`src/rtl/noc_input_port.sv`:
```
// NoC router input port: one FIFO and one packet state machine per virtual channel.
// Define INPUT_PORT_ASSERTIONS_EN to compile in protocol-violation assertions.
package noc_params;
  localparam int MESH_SIZE_X      = 4;
  localparam int MESH_SIZE_Y      = 4;
  localparam int DEST_ADDR_SIZE_X = $clog2(MESH_SIZE_X);
  localparam int DEST_ADDR_SIZE_Y = $clog2(MESH_SIZE_Y);
  localparam int VC_NUM           = 4;
  localparam int VC_SIZE          = $clog2(VC_NUM);
  localparam int FLIT_DATA_SIZE   = 12;

  typedef enum logic [2:0] {LOCAL, NORTH, SOUTH, WEST, EAST} port_t;
  typedef enum logic [1:0] {HEAD, BODY, TAIL, HEADTAIL} flit_label_t;

  typedef struct packed {
    flit_label_t                 flit_label;
    logic [VC_SIZE-1:0]          vc_id;
    logic [DEST_ADDR_SIZE_X-1:0] x_dest;
    logic [DEST_ADDR_SIZE_Y-1:0] y_dest;
    logic [FLIT_DATA_SIZE-1:0]   payload;
  } flit_t;
endpackage

module noc_input_port
  import noc_params::*;
#(
  parameter int BUFFER_SIZE    = 8,
  parameter int PIPELINE_DEPTH = 5,
  parameter int X_CURRENT      = MESH_SIZE_X / 2,
  parameter int Y_CURRENT      = MESH_SIZE_Y / 2
) (
  input  logic                            clk,
  input  logic                            rst,
  input  flit_t                           data_i,
  input  logic                            valid_flit_i,
  input  logic [VC_SIZE-1:0]              vc_sel_i,
  input  logic                            valid_sel_i,
  input  logic [VC_NUM-1:0][VC_SIZE-1:0]  vc_new_i,
  input  logic [VC_NUM-1:0]               vc_valid_i,
  output flit_t                           flit_o,
  output logic [VC_NUM-1:0]               on_off_o,
  output logic [VC_NUM-1:0]               vc_allocatable_o,
  output logic [VC_NUM-1:0]               vc_request_o,
  output port_t [VC_NUM-1:0]              out_port_o,
  output logic [VC_NUM-1:0]               is_full_o,
  output logic [VC_NUM-1:0]               is_empty_o
);
  localparam int PTR_W = $clog2(BUFFER_SIZE);
  localparam int CNT_W = $clog2(BUFFER_SIZE + 1);

  typedef enum logic [1:0] {IDLE, VA, ACTIVE} vc_state_t;

  vc_state_t          state_q  [VC_NUM];
  vc_state_t          state_d  [VC_NUM];
  logic [PTR_W-1:0]   rd_ptr_q [VC_NUM];
  logic [PTR_W-1:0]   rd_ptr_d [VC_NUM];
  logic [PTR_W-1:0]   wr_ptr_q [VC_NUM];
  logic [PTR_W-1:0]   wr_ptr_d [VC_NUM];
  logic [CNT_W-1:0]   cnt_q    [VC_NUM];
  logic [CNT_W-1:0]   cnt_d    [VC_NUM];
  logic [VC_SIZE-1:0] dvc_q    [VC_NUM];
  logic [VC_SIZE-1:0] dvc_d    [VC_NUM];
  port_t              port_q   [VC_NUM];
  port_t              port_d   [VC_NUM];
  flit_t              mem_q    [VC_NUM][BUFFER_SIZE];
  logic [VC_NUM-1:0]  hit;
  logic [VC_NUM-1:0]  push;
  logic [VC_NUM-1:0]  pop;
  logic               head_in;

  function automatic logic [PTR_W-1:0] next_ptr(input logic [PTR_W-1:0] p);
    return (p == PTR_W'(BUFFER_SIZE - 1)) ? '0 : p + 1'b1;
  endfunction

  function automatic port_t xy_route(input logic [DEST_ADDR_SIZE_X-1:0] x,
                                     input logic [DEST_ADDR_SIZE_Y-1:0] y);
    if (int'(x) > X_CURRENT) return EAST;
    if (int'(x) < X_CURRENT) return WEST;
    if (int'(y) > Y_CURRENT) return SOUTH;
    if (int'(y) < Y_CURRENT) return NORTH;
    return LOCAL;
  endfunction

  always_comb begin
    head_in = (data_i.flit_label == HEAD) || (data_i.flit_label == HEADTAIL);
    flit_o  = '0;
    if (valid_sel_i && (cnt_q[vc_sel_i] != '0)) begin
      flit_o       = mem_q[vc_sel_i][rd_ptr_q[vc_sel_i]];
      flit_o.vc_id = dvc_q[vc_sel_i];
    end
    for (int v = 0; v < VC_NUM; v++) begin
      hit[v]  = valid_flit_i && (data_i.vc_id == VC_SIZE'(v));
      pop[v]  = valid_sel_i && (vc_sel_i == VC_SIZE'(v)) &&
                (state_q[v] == ACTIVE) && (cnt_q[v] != '0);
      // IDLE admits only heads; a packet in flight admits only non-heads.
      push[v] = hit[v] && ((state_q[v] == IDLE) == head_in) &&
                ((cnt_q[v] != CNT_W'(BUFFER_SIZE)) || pop[v]);

      state_d[v]  = state_q[v];
      dvc_d[v]    = dvc_q[v];
      port_d[v]   = port_q[v];
      rd_ptr_d[v] = pop[v]  ? next_ptr(rd_ptr_q[v]) : rd_ptr_q[v];
      wr_ptr_d[v] = push[v] ? next_ptr(wr_ptr_q[v]) : wr_ptr_q[v];
      cnt_d[v]    = cnt_q[v];
      if (push[v] && !pop[v]) cnt_d[v] = cnt_q[v] + 1'b1;
      if (pop[v] && !push[v]) cnt_d[v] = cnt_q[v] - 1'b1;

      case (state_q[v])
        IDLE: if (push[v]) begin
          state_d[v] = VA;
          port_d[v]  = xy_route(data_i.x_dest, data_i.y_dest);
        end
        VA: if (vc_valid_i[v]) begin
          state_d[v] = ACTIVE;
          dvc_d[v]   = vc_new_i[v];
        end
        ACTIVE: if (pop[v] && ((mem_q[v][rd_ptr_q[v]].flit_label == TAIL) ||
                               (mem_q[v][rd_ptr_q[v]].flit_label == HEADTAIL))) begin
          state_d[v] = IDLE;
          port_d[v]  = LOCAL;
        end
        default: state_d[v] = IDLE;
      endcase

      is_empty_o[v]       = (cnt_q[v] == '0);
      is_full_o[v]        = (cnt_q[v] == CNT_W'(BUFFER_SIZE));
      on_off_o[v]         = (BUFFER_SIZE - int'(cnt_q[v])) >= PIPELINE_DEPTH;
      vc_allocatable_o[v] = (state_q[v] == IDLE);
      vc_request_o[v]     = (state_q[v] == VA);
      out_port_o[v]       = port_q[v];
    end
  end

  always_ff @(posedge clk or negedge rst) begin
    if (!rst) begin
      for (int v = 0; v < VC_NUM; v++) begin
        state_q[v]  <= IDLE;
        rd_ptr_q[v] <= '0;
        wr_ptr_q[v] <= '0;
        cnt_q[v]    <= '0;
        dvc_q[v]    <= '0;
        port_q[v]   <= LOCAL;
      end
    end else begin
      for (int v = 0; v < VC_NUM; v++) begin
        state_q[v]  <= state_d[v];
        rd_ptr_q[v] <= rd_ptr_d[v];
        wr_ptr_q[v] <= wr_ptr_d[v];
        cnt_q[v]    <= cnt_d[v];
        dvc_q[v]    <= dvc_d[v];
        port_q[v]   <= port_d[v];
      end
    end
  end

  // Flit storage carries no reset; the pointers and counts define validity.
  always_ff @(posedge clk) begin
    for (int v = 0; v < VC_NUM; v++) begin
      if (push[v]) mem_q[v][wr_ptr_q[v]] <= data_i;
    end
  end

`ifdef INPUT_PORT_ASSERTIONS_EN
  always_ff @(posedge clk) begin
    if (rst) begin
      for (int v = 0; v < VC_NUM; v++) begin
        assert (!(hit[v] && (cnt_q[v] == CNT_W'(BUFFER_SIZE)) && !pop[v]))
          else $error("input_port: write to full FIFO on VC %0d", v);
        assert (!(hit[v] && (state_q[v] == IDLE) && !head_in))
          else $error("input_port: BODY/TAIL written to IDLE VC %0d", v);
        assert (!(vc_valid_i[v] && (state_q[v] != VA)))
          else $error("input_port: vc_valid_i outside VA on VC %0d", v);
      end
      assert (!(valid_sel_i && ((state_q[vc_sel_i] != ACTIVE) || (cnt_q[vc_sel_i] == '0))))
        else $error("input_port: valid_sel_i on empty or non-ACTIVE VC %0d", vc_sel_i);
    end
  end
`endif

endmodule

```
`config.mk`:
```
export PLATFORM = sky130hd
export DESIGN_NAME = noc_input_port
export DESIGN_NICKNAME = d
export VERILOG_FILES = /design/src/rtl/noc_input_port.sv
export SDC_FILE = /design/constraint.sdc
export NUM_CORES = 1
export LEC_CHECK = 0
export ABC_AREA = 1
export CAP_MARGIN = 20
export CORE_MARGIN = 2
export CORE_UTILIZATION = 33
export DETAILED_ROUTE_END_ITERATION = 12
export RECOVER_POWER = 100
export REMOVE_ABC_BUFFERS = 1
export SYNTH_ARGS = -nofsm -noshare
export SYNTH_HDL_FRONTEND = slang
export SYNTH_SLANG_ARGS = --single-unit
export TNS_END_PERCENT = 50
```
`constraint.sdc`:
```
create_clock -name clk -period 8.8 [get_ports clk]
set_input_delay 2.2 -clock clk [delete_from_list [all_inputs] [get_ports clk]]
set_output_delay 2.2 -clock clk [all_outputs]
set_load 0.02 [all_outputs]
```
==> summary.md, run 1 <==
| Metric | Value |
|---|---|
| Vias | `19,000` |
| Pwr Total | `8.25 mW` |
| Wire per inst | `~19 µm` |
| Worst Reg-to-Reg Cells | `8` |
| Slew Viols, Final | `673` |
| RSZ-0062 raised after global routing | `false` |
| DR iter-0 viols | `1,680` |
| Synthesized instance count | `roughly 2,600` |
| Die ar. | `0.0860 mm²` |
| P_int | `around 5.7 mW` |
| Overflow after GRT | `0` |
| Yosys reg bits | `between 600 and 700` |
| Highest Clock Rate | `123 MHz` |
| Worst skew pair latency | `0.61 ns` |
| Setup Buffers After CTS | `0` |
| Cts hold-fix bufs | `0` |
| Placed cells | `3,748` |
| Die Y | `293 µm` |
| Post-Synthesis Cell Area | `0.0276 mm²` |
| Highest-count cells in the layout ignoring fill and taps | `nand2_1, edfxtp_1, nand3_1` |
| Pwr dens | `259 mW/mm²` |
| Synth area leaders | `edfxtp_1, nand2_1, dfrtp_1, nand3_1, nor2_1` |
| Number of iterations in the first detailed-routing pass | `6` |
| Root Buffer | `clkbuf_16` |
| Initial antenna violation count | `5` |
| Finished Layout Cells | `3,872` |
| CP endpoint kind | `output port` |
| Leakage | `12.6 nW` |
| Final period utilization | `between 90% and 100%` |
| CP arrival | `just under 6 ns` |
| Ratio of cells with drive above 1 in the final layout | `5.34%` |
| Synth area leader | `edfxtp_1` |
| Residual DRC | `0` |
| Maximum VDD drop | `0.155 mV` |
| Die X | `293 µm` |
| Status | `finished, violations left` |
| DRT antenna net count | `0` |
| GRT Overall Usage | `17.2%` |
| Design Area, Final | `about 0.032 mm²` |
| Sequential share of power | `45.0%` |
| NetSw | `2.55 mW` |
| Final hold slack | `roughly 0.47 ns` |
| Share of the synthesized area in the top cell type | `62.6%` |
| Final WL | `74,100 µm` |
| Row cnt | `106` |
| Logic gate share of total power | `21.4%` |
| Failing checks | `capacitance limit, slew limit` |
| CP required | `6.60 ns` |
| Starting Density | `approximately a third` |
| XOR/XNOR share of the synthesized area | `0.476%` |
| # IOs | `90` |
| Hold WC Path Type | `register to register` |
| Netlist cell types | `37` |
| Rel. slew slack | `-155%` |
| Clk sink count | `~640` |
| Vias in the first global route | `~19,000` |
| Clk pin slew, worst setup/hold paths | `around 0.050 ns` |
| Area growth, synth to finish | `15.5%` |
| Core Area | `approximately 0.083 mm²` |
| Setup violators final | `0` |
| Vias per inst | `4.92` |
| CTS max path bufs | `3` |
| Final Util | `38.3%` |
| Final nets | `2,814` |
| Largest net degree at the start of global routing | `109` |
| Worst Tran Pin Value | `3.83 ns` |
| CTS Buf Count | `68` |
| Final Skew | `0.0223 ns` |
| Global placement routability congestion | `0.821` |
| Synth async-reset ratio | `10.6%` |
| Sequential fraction of the synthesis area | `68.8%` |
| Hpwl dp | `42,900 µm` |
| Crit start category | `input port` |
| Number of synthesized flops with an enable pin | `~580` |
| Largest family of logic cells by synthesized area | `simple AND/OR/NAND/NOR gates` |
| Leading cell type in the layout, fill and taps excluded | `nand2_1` |
| Area share of fa/ha/maj cells after synthesis | `1.50%` |
| First-pass GRT wire length | `112,000 µm` |
| H-tree depth | `3` |
| Synth Area in Simple Gates | `between 20% and 30%` |
| Maxcap violations | `28` |
| Sw Ratio | `30.8%` |
| Ys flop type | `edfxtp_1` |
| Post-Syn Area per Cell | `10.5 µm²` |
| Hold Vio Cnt, Final | `0` |
| Placed cell area | `0.0301 mm²` |
| Synth Warn # | `0` |
| I/O Buffers | `89` |
| WHS Path Cells | `2` |
| Compound-gate portion of the synthesized area | `under 10%` |
| Period minus WS final | `8.16 ns` |
| CTS tree | `yes` |
| Crit path max fanout | `31` |
| Critical path class | `input port to output port` |
| Clock power frac | `around a third` |
| Post-CTS Resized | `0` |
| Mux share of post-synthesis cell area | `0.326%` |
[critical path, cell delays in order]
cell           delay (ns)
buf_4                0.30
inv_1                0.31
nor2_1               0.54
nand2_1              0.15
nand4_1              0.66
buf_4                0.48
nand3_1              0.12
nand2_1              0.07
nor2_1               0.06
nor2_1               0.29
dlygate4sd3_1        0.73
[path summary, 6_finish.rpt]
path                          startpoint            end  slack [ns]
max                          vc_sel_i[1]      flit_o[9]        0.64
min                        out_port_o[0]  out_port_o[0]        0.47
max reg2reg                     cnt_q[8]   mem_q[1][26]        4.82
min reg2reg                out_port_o[0]  out_port_o[0]        0.47
max in group asynchronous            rst    wr_ptr_q[8]        3.61
min in group asynchronous            rst  out_port_o[1]        3.03
[cells in the mapped netlist (6+ instances only)]
master and count:
a21oi_1 6, edfxtp_1 576, inv_2 7, nand4_1 24, mux2_2 8, buf_4 8
nor2_1 279, buf_2 59, o21ai_0 45, xor2_1 11, nor3_1 10, buf_1 8
ha_1 30, clkbuf_1 41, dfrtp_1 68, nand3_1 303, nand2_1 1017, inv_1 98
[power by group through the flow]
stage,combinational (mW),sequential (mW),clock [mW]
detailed placement,1.82,3.77,0
global placement,1.80,3.77,0
global route,1.97,3.74,2.94
floorplan,1.03,3.75,0
finish,1.77,3.71,2.77
CTS,1.83,3.71,2.82
[sequential cells by signal (all words and copies together) (netlist names)]
name,flops
rd_ptr_q,12
state_q,8
wr_ptr_q,12
mem_q,576
out_port_o,12
cnt_q,16
dvc_q,8
[cell type report]
| class | instances | area (µm²) |
|---|---|---|
| Inverter | 106 | 400 |
| Antenna cell | 2 | 5.00 |
| Clock inverter | 29 | 307 |
| Sequential cell | 644 | 19000 |
| Multi-Input combinational cell | 1767 | 7720 |
| Fill cell | 8163 | 51400 |
| Tap cell | 1080 | 1350 |
| Timing Repair Buffer | 157 | 1300 |
| Clock buffer | 87 | 1800 |
[cell families (layout without fill, tap and decap cells)]
kind of cell | Yosys count | count (layout)
DFF | 644 | 644
other | 0 | 2
adders and majority gates | 32 | 32
and+or+nand+nor | 1640 | 1640
xor gates and xnor gates | 15 | 15
buffers and inverters | 222 | 379
AOI/OAI and AO/OA | 72 | 72
muxes | 8 | 8
[layer usage]
layer	global-route usage [%]	vias to the layer above	part of all wire [%]
li1	-	9067	-
met1	23.8	9229	45
met2	27.7	627	46
met3	3.33	116	7.0
met4	4.67	4	2.3
met5	0	-	0.028
[metrics by stage]
stage,setup TNS [ns],setup WS [ns]
6_report,0,0.637
5_1_grt,0,0.414
4_1_cts,0,0.983
3_5_place_dp,0,0.984
3_3_place_gp,0,1.00
2_1_floorplan,-79.01,-1.61
No activity file was read; power rests on OpenSTA's default activity.
==> run 2: changes to the inputs <==
--- a/config.mk
+++ b/config.mk
@@ -10,9 +10,9 @@
 export CORE_MARGIN = 2
 export CORE_UTILIZATION = 33
 export DETAILED_ROUTE_END_ITERATION = 12
+export PLACE_DENSITY = 0.47
 export RECOVER_POWER = 100
 export REMOVE_ABC_BUFFERS = 1
 export SYNTH_ARGS = -nofsm -noshare
 export SYNTH_HDL_FRONTEND = slang
 export SYNTH_SLANG_ARGS = --single-unit
-export TNS_END_PERCENT = 50
==> summary.md, run 2 (same netlist as run 1, synthesis figures left out) <==
| Metric | Value |
|---|---|
| Critical path origin | `vc_sel_i[0]` |
| Final hold slack | `0.477 ns` |
| Rel. slew slack | `-168%` |
| ANT cells | `0` |
| Placed cell area | `0.0300 mm²` |
| CTS tree | `yes` |
| Starting Density | `33.1%` |
| Final nets | `approximately 2,800` |
| Crit path max fanout | `30` |
| Wire per inst | `approximately 21 µm` |
| I/O Buffers | `a little under 90` |
| Core Area | `0.0833 mm²` |
| Number of iterations in the first detailed-routing pass | `5` |
| Post-CTS Resized | `0` |
| Final period utilization | `~91%` |
| Critical path class | `input port to output port` |
| RSZ-0062 raised after global routing | `false` |
| Finished Layout Cells | `between 3,000 and 4,000` |
| Root Buffer | `clkbuf_16` |
| CTS Buf Count | `72` |
| DRT antenna net count | `0` |
| Hold path startpoint | `out_port_o[2]` |
| CP required | `about 6.6 ns` |
| Overflow after GRT | `0` |
| Global placement routability congestion | `0.846` |
| Area growth, synth to finish | `16.2%` |
| Worst reg2reg endpoint | `mem_q[3][120]` |
| Highest-count cells in the layout ignoring fill and taps | `nand2_1, edfxtp_1, nand3_1` |
| Row cnt | `106` |
| Worst Reg-to-Reg Cells | `9` |
| Setup violators final | `0` |
| Vias per inst | `4.91` |
| Cts hold-fix bufs | `0` |
| Vias | `19,100` |
| Clk pin slew, worst setup/hold paths | `0.06 ns` |
| Area of the multi-input gates | `~0.0077 mm²` |
| Worst Tran Pin Value | `4.02 ns` |
| Die ar. | `about 0.086 mm²` |
| Slew Viols, Final | `923` |
| Largest register FFs | `~580` |
| Filler instances | `8,089` |
| CP arrival | `between 5 and 6 ns` |
| Final WL | `roughly 81,000 µm` |
| First-pass GRT wire length | `121,000 µm` |
| CP most frequent cell | `nor2_1` |
| Largest stage delay, worst path | `0.80 ns` |
| CTS max path bufs | `3` |
| H-tree depth | `3` |
| Die X | `about 290 µm` |
| Maximum VDD drop | `approximately 0.14 mV` |
| Hold Vio Cnt, Final | `0` |
| WHS Path Cells | `2` |
| Period minus WS final | `8.03 ns` |
| Leading cell type in the layout, fill and taps excluded | `nand2_1` |
| Ratio of cells with drive above 1 in the final layout | `5.46%` |
| Status | `finished, violations left` |
| Reg area | `roughly 0.019 mm²` |
| Initial antenna violation count | `1` |
| GRT Overall Usage | `18.9%` |
| Largest net degree at the start of global routing | `146` |
| Crit start category | `input port` |
| Hold WC Path Type | `register to register` |
| # IOs | `90` |
| DR iter-0 viols | `1,385` |
| Leakage | `12.7 nW` |
| Die Y | `293 µm` |
| FF-to-FF setup slack | `4.45 ns` |
| Reg-to-Reg Start | `cnt_q[0]` |
| Placed cells | `roughly 3,700` |
| Vias in the first global route | `between 15,000 and 20,000` |
| Hpwl dp | `47,300 µm` |
| Design Area, Final | `0.0321 mm²` |
| Setup Buffers After CTS | `0` |
| Maxcap violations | `40` |
| CP endpoint kind | `output port` |
| Failing checks | `capacitance limit, slew limit` |
| Final Skew | `0.0168 ns` |
| Hold Path Sink | `out_port_o[2]` |
| Residual DRC | `0` |
| Crit-path cells | `buf_4 -> inv_2 -> nor2_1 -> nand2_1 -> nand4_2 -> buf_4 -> nand3_1 -> nand2_1 -> nor2_1 -> nor2_1 -> clkdlybuf4s50_1` |
| Worst skew pair latency | `a little over 0.6 ns` |
| Critical-path top delay cell | `nor2_1` |
| Highest Clock Rate | `~120 MHz` |
| Clk sink count | `around 640` |
| Pwr dens | `roughly 260 mW/mm²` |
==> run 2: cell count changes in the layout (fill, tap and decap cells not counted), moves of 3 or more <==
cell	previous run	this run
clkbuf_1	62	54
clkinv_2	10	7
nor2_1	264	268
clkinv_1	9	21
nor2_2	16	12
clkbuf_16	69	75
==> run 2: critical path: cells and delay by family <==
kind,cells,cell delay [ns]
buffers and inverters,4,1.60
and+or+nand+nor,7,1.97
==> run 2: worst max-delay path by stage <==
stage | end | cells past startpoint
finish | flit_o[15] | 11
global route | flit_o[15] | 11
CTS | flit_o[15] | 10
detailed placement | flit_o[15] | 10
global placement | flit_o[15] | 10
floorplan | flit_o[0] | 7
==> run 2: area by class of cell <==
type                    count  area share [%]
clock inverters            40            1.13
well taps                1080            4.21
multi-input cells        1767            24.1
inverters                 106            1.25
repair buffers            151            3.96
clock buffers              92            6.14
flip-flops and latches    644            59.2
==> run 2: routing by layer <==
| metal | vias to the layer above | global-route usage, % | routed length (µm) |
|---|---|---|---|
| met2 | 441 | 32.6 | 39700 |
| met5 | - | 0 | 14 |
| li1 | 9082 | - | - |
| met4 | 2 | 5.62 | 2290 |
| met1 | 9412 | 24.6 | 35600 |
| met3 | 116 | 2.93 | 3460 |
==> run 2: power by group <==
| group | total (mW) | internal, mW | switching [mW] |
|---|---|---|---|
| clock | 2.98 | 1.74 | 1.24 |
| combinational | 1.79 | 0.571 | 1.22 |
| sequential | 3.72 | 3.54 | 0.173 |
| total | 8.48 | 5.85 | 2.63 |
==> run 2: stage by stage <==
step | TNS, ns | worst slack (ns) | power (mW) | util [%]
floorplan | -79.01 | -1.61 | 4.77 | -
global placement | 0 | 1.20 | 5.60 | 36.0
detailed placement | 0 | 1.22 | 5.64 | 36.0
CTS | 0 | 1.21 | 8.63 | 38.8
global route | 0 | 0.550 | 8.90 | 38.5
finish | 0 | 0.774 | 8.48 | 38.5
==> run 3: changes to the inputs <==
--- a/config.mk
+++ b/config.mk
@@ -6,13 +6,11 @@
 export NUM_CORES = 1
 export LEC_CHECK = 0
 export ABC_AREA = 1
-export CAP_MARGIN = 20
 export CORE_MARGIN = 2
 export CORE_UTILIZATION = 33
 export DETAILED_ROUTE_END_ITERATION = 12
 export PLACE_DENSITY = 0.47
 export RECOVER_POWER = 100
-export REMOVE_ABC_BUFFERS = 1
 export SYNTH_ARGS = -nofsm -noshare
 export SYNTH_HDL_FRONTEND = slang
 export SYNTH_SLANG_ARGS = --single-unit
==> summary.md, run 3 (same netlist as run 1, synthesis figures left out) <==
| Metric | Value |
|---|---|
| Final nets | `2,808` |
| Die X | `293 µm` |
| Global placement routability congestion | `0.829` |
| Pwr dens | `265 mW/mm²` |
| Vias | `about 19,000` |
| Crit path max fanout | `27` |
| Worst path bufs/invs | `5` |
| Initial antenna violation count | `3` |
| Final WL | `85,000 µm` |
| Maxcap violations | `42` |
| Hold WC Path Type | `register to register` |
| Rel. slew slack | `-162%` |
| DR iter-0 viols | `1,635` |
| Starting Density | `33.1%` |
| First-pass GRT wire length | `126,000 µm` |
| Critical path class | `input port to output port` |
| CP required | `6.60 ns` |
| FF-to-FF setup slack | `4.47 ns` |
| Die Y | `roughly 290 µm` |
| Largest stage delay, worst path | `0.76 ns` |
| Clk sink count | `644` |
| Area growth, synth to finish | `16.0%` |
| Setup violators final | `0` |
| Hpwl dp | `51,100 µm` |
| Highest-count cells in the layout ignoring fill and taps | `nand2_1, edfxtp_1, nand3_1` |
| Die ar. | `0.0860 mm²` |
| Hold path startpoint | `out_port_o[8]` |
| WHS Path Cells | `2` |
| Final Skew | `0.0640 ns` |
| CP endpoint kind | `output port` |
| CTS Buf Count | `72` |
| Vias per inst | `4.99` |
| Setup TNS | `0 ns` |
| # IOs | `90` |
| Syn nets | `2,703` |
| Hold Vio Cnt, Final | `0` |
| Largest net degree at the start of global routing | `83` |
| Hold Path Sink | `out_port_o[8]` |
| CP most frequent cell | `nand2_1` |
| Highest Clock Rate | `124 MHz` |
| Worst Reg-to-Reg Cells | `8` |
| GRT Overall Usage | `19.8%` |
| Vias in the first global route | `19,200` |
| CTS tree | `yes` |
| Reg-to-Reg Start | `cnt_q[8]` |
| CTS max path bufs | `3` |
| Root Buffer | `clkbuf_16` |
| Largest register FFs | `~580` |
| Worst skew pair latency | `about 0.66 ns` |
| Number of iterations in the first detailed-routing pass | `5` |
| RSZ-0062 raised after global routing | `false` |
| CP delay by family, top | `buffers and inverters` |
| Slew Viols, Final | `1,070` |
| Row cnt | `between 100 and 150` |
| Period minus WS final | `8.08 ns` |
| Critical-path top delay cell | `dlygate4sd3_1` |
| Maximum VDD drop | `0.142 mV` |
| Final period utilization | `91.8%` |
| Leakage | `about 13 nW` |
| Cts hold-fix bufs | `0` |
| Crit start category | `input port` |
| Residual DRC | `0` |
| Wire per inst | `21.9 µm` |
| I/O Buffers | `89` |
| Post-CTS Resized | `0` |
| Setup Buffers After CTS | `0` |
| Overflow after GRT | `0` |
| Status | `finished, violations left` |
| Core Area | `0.0833 mm²` |
| Final Util | `38.5%` |
| Crit-path cells | `buf_4 -> inv_1 -> nor2_1 -> clkbuf_1 -> nand2_1 -> nand2_1 -> o21ai_0 -> clkinv_1 -> nand2_1 -> nor2_1 -> dlygate4sd3_1` |
| Worst Tran Pin Value | `3.92 ns` |
| Leading cell type in the layout, fill and taps excluded | `nand2_1` |
| DRT antenna net count | `0` |
| Ratio of cells with drive above 1 in the final layout | `approximately 5.2%` |
| Failing checks | `capacitance limit, slew limit` |
| ANT cells | `0` |
| CP arrival | `5.88 ns` |
| H-tree depth | `3` |
| Clk pin slew, worst setup/hold paths | `0.06 ns` |
| Worst reg2reg endpoint | `mem_q[1][25]` |
[run 3: per-layer routing]
layer	GRT usage, %	vias up	wire length (µm)
li1	-	9052	-
met4	6.91	4	2910
met3	4.03	166	5030
met2	32.3	593	39500
met1	26.4	9521	37500
met5	0	-	30
[run 3: stage by stage]
step / setup WS (ns) / total power [mW] / hold WS (ns) / instances / area (µm²)
after floorplan: 3.05 / 4.82 / 0.474 / 2633 / 27600
after global placement: 1.20 / 5.62 / 0.464 / 3744 / 30000
after detailed placement: 1.15 / 5.66 / 0.476 / 3744 / 30000
after CTS: 1.13 / 8.62 / 0.490 / 3874 / 32300
after global routing: 0.442 / 8.89 / 0.506 / 3874 / 32000
final: 0.719 / 8.48 / 0.478 / 3874 / 32000
[run 3: power breakdown]
group          total (mW)  internal [mW]  switching (mW)  leakage (nW)
Sequential           3.72           3.54           0.179          6.02
Combinational        1.81          0.566            1.24          5.55
Clock                2.95           1.67            1.29          1.11
[run 3: area by class of cell]
cell class              instances  area (µm²)
multi-input cells            1767        7710
repair buffers                147        1260
clock buffers                  92        1900
inverters                     106         400
well taps                    1080        1350
fillers                      8167       51300
clock inverters                38         408
flip-flops and latches        644       19000
[run 3: tightest hold or removal path, stage by stage (launching register included)]
cell and delay (ns):
dfrtp_1 0.34, nand2_1 0.06, nand2_1 0.05
[run 3: how the worst max path moves through the flow]
| stage | startpoint | end | slack, ns | cells after the start |
|---|---|---|---|---|
| finish | vc_sel_i[0] | flit_o[3] | 0.72 | 11 |
| global route | vc_sel_i[0] | flit_o[8] | 0.44 | 11 |
| CTS | vc_sel_i[0] | flit_o[3] | 1.13 | 12 |
| detailed placement | vc_sel_i[0] | flit_o[3] | 1.15 | 12 |
| global placement | vc_sel_i[0] | flit_o[8] | 1.20 | 14 |
| floorplan | vc_sel_i[1] | flit_o[7] | 3.05 | 9 |
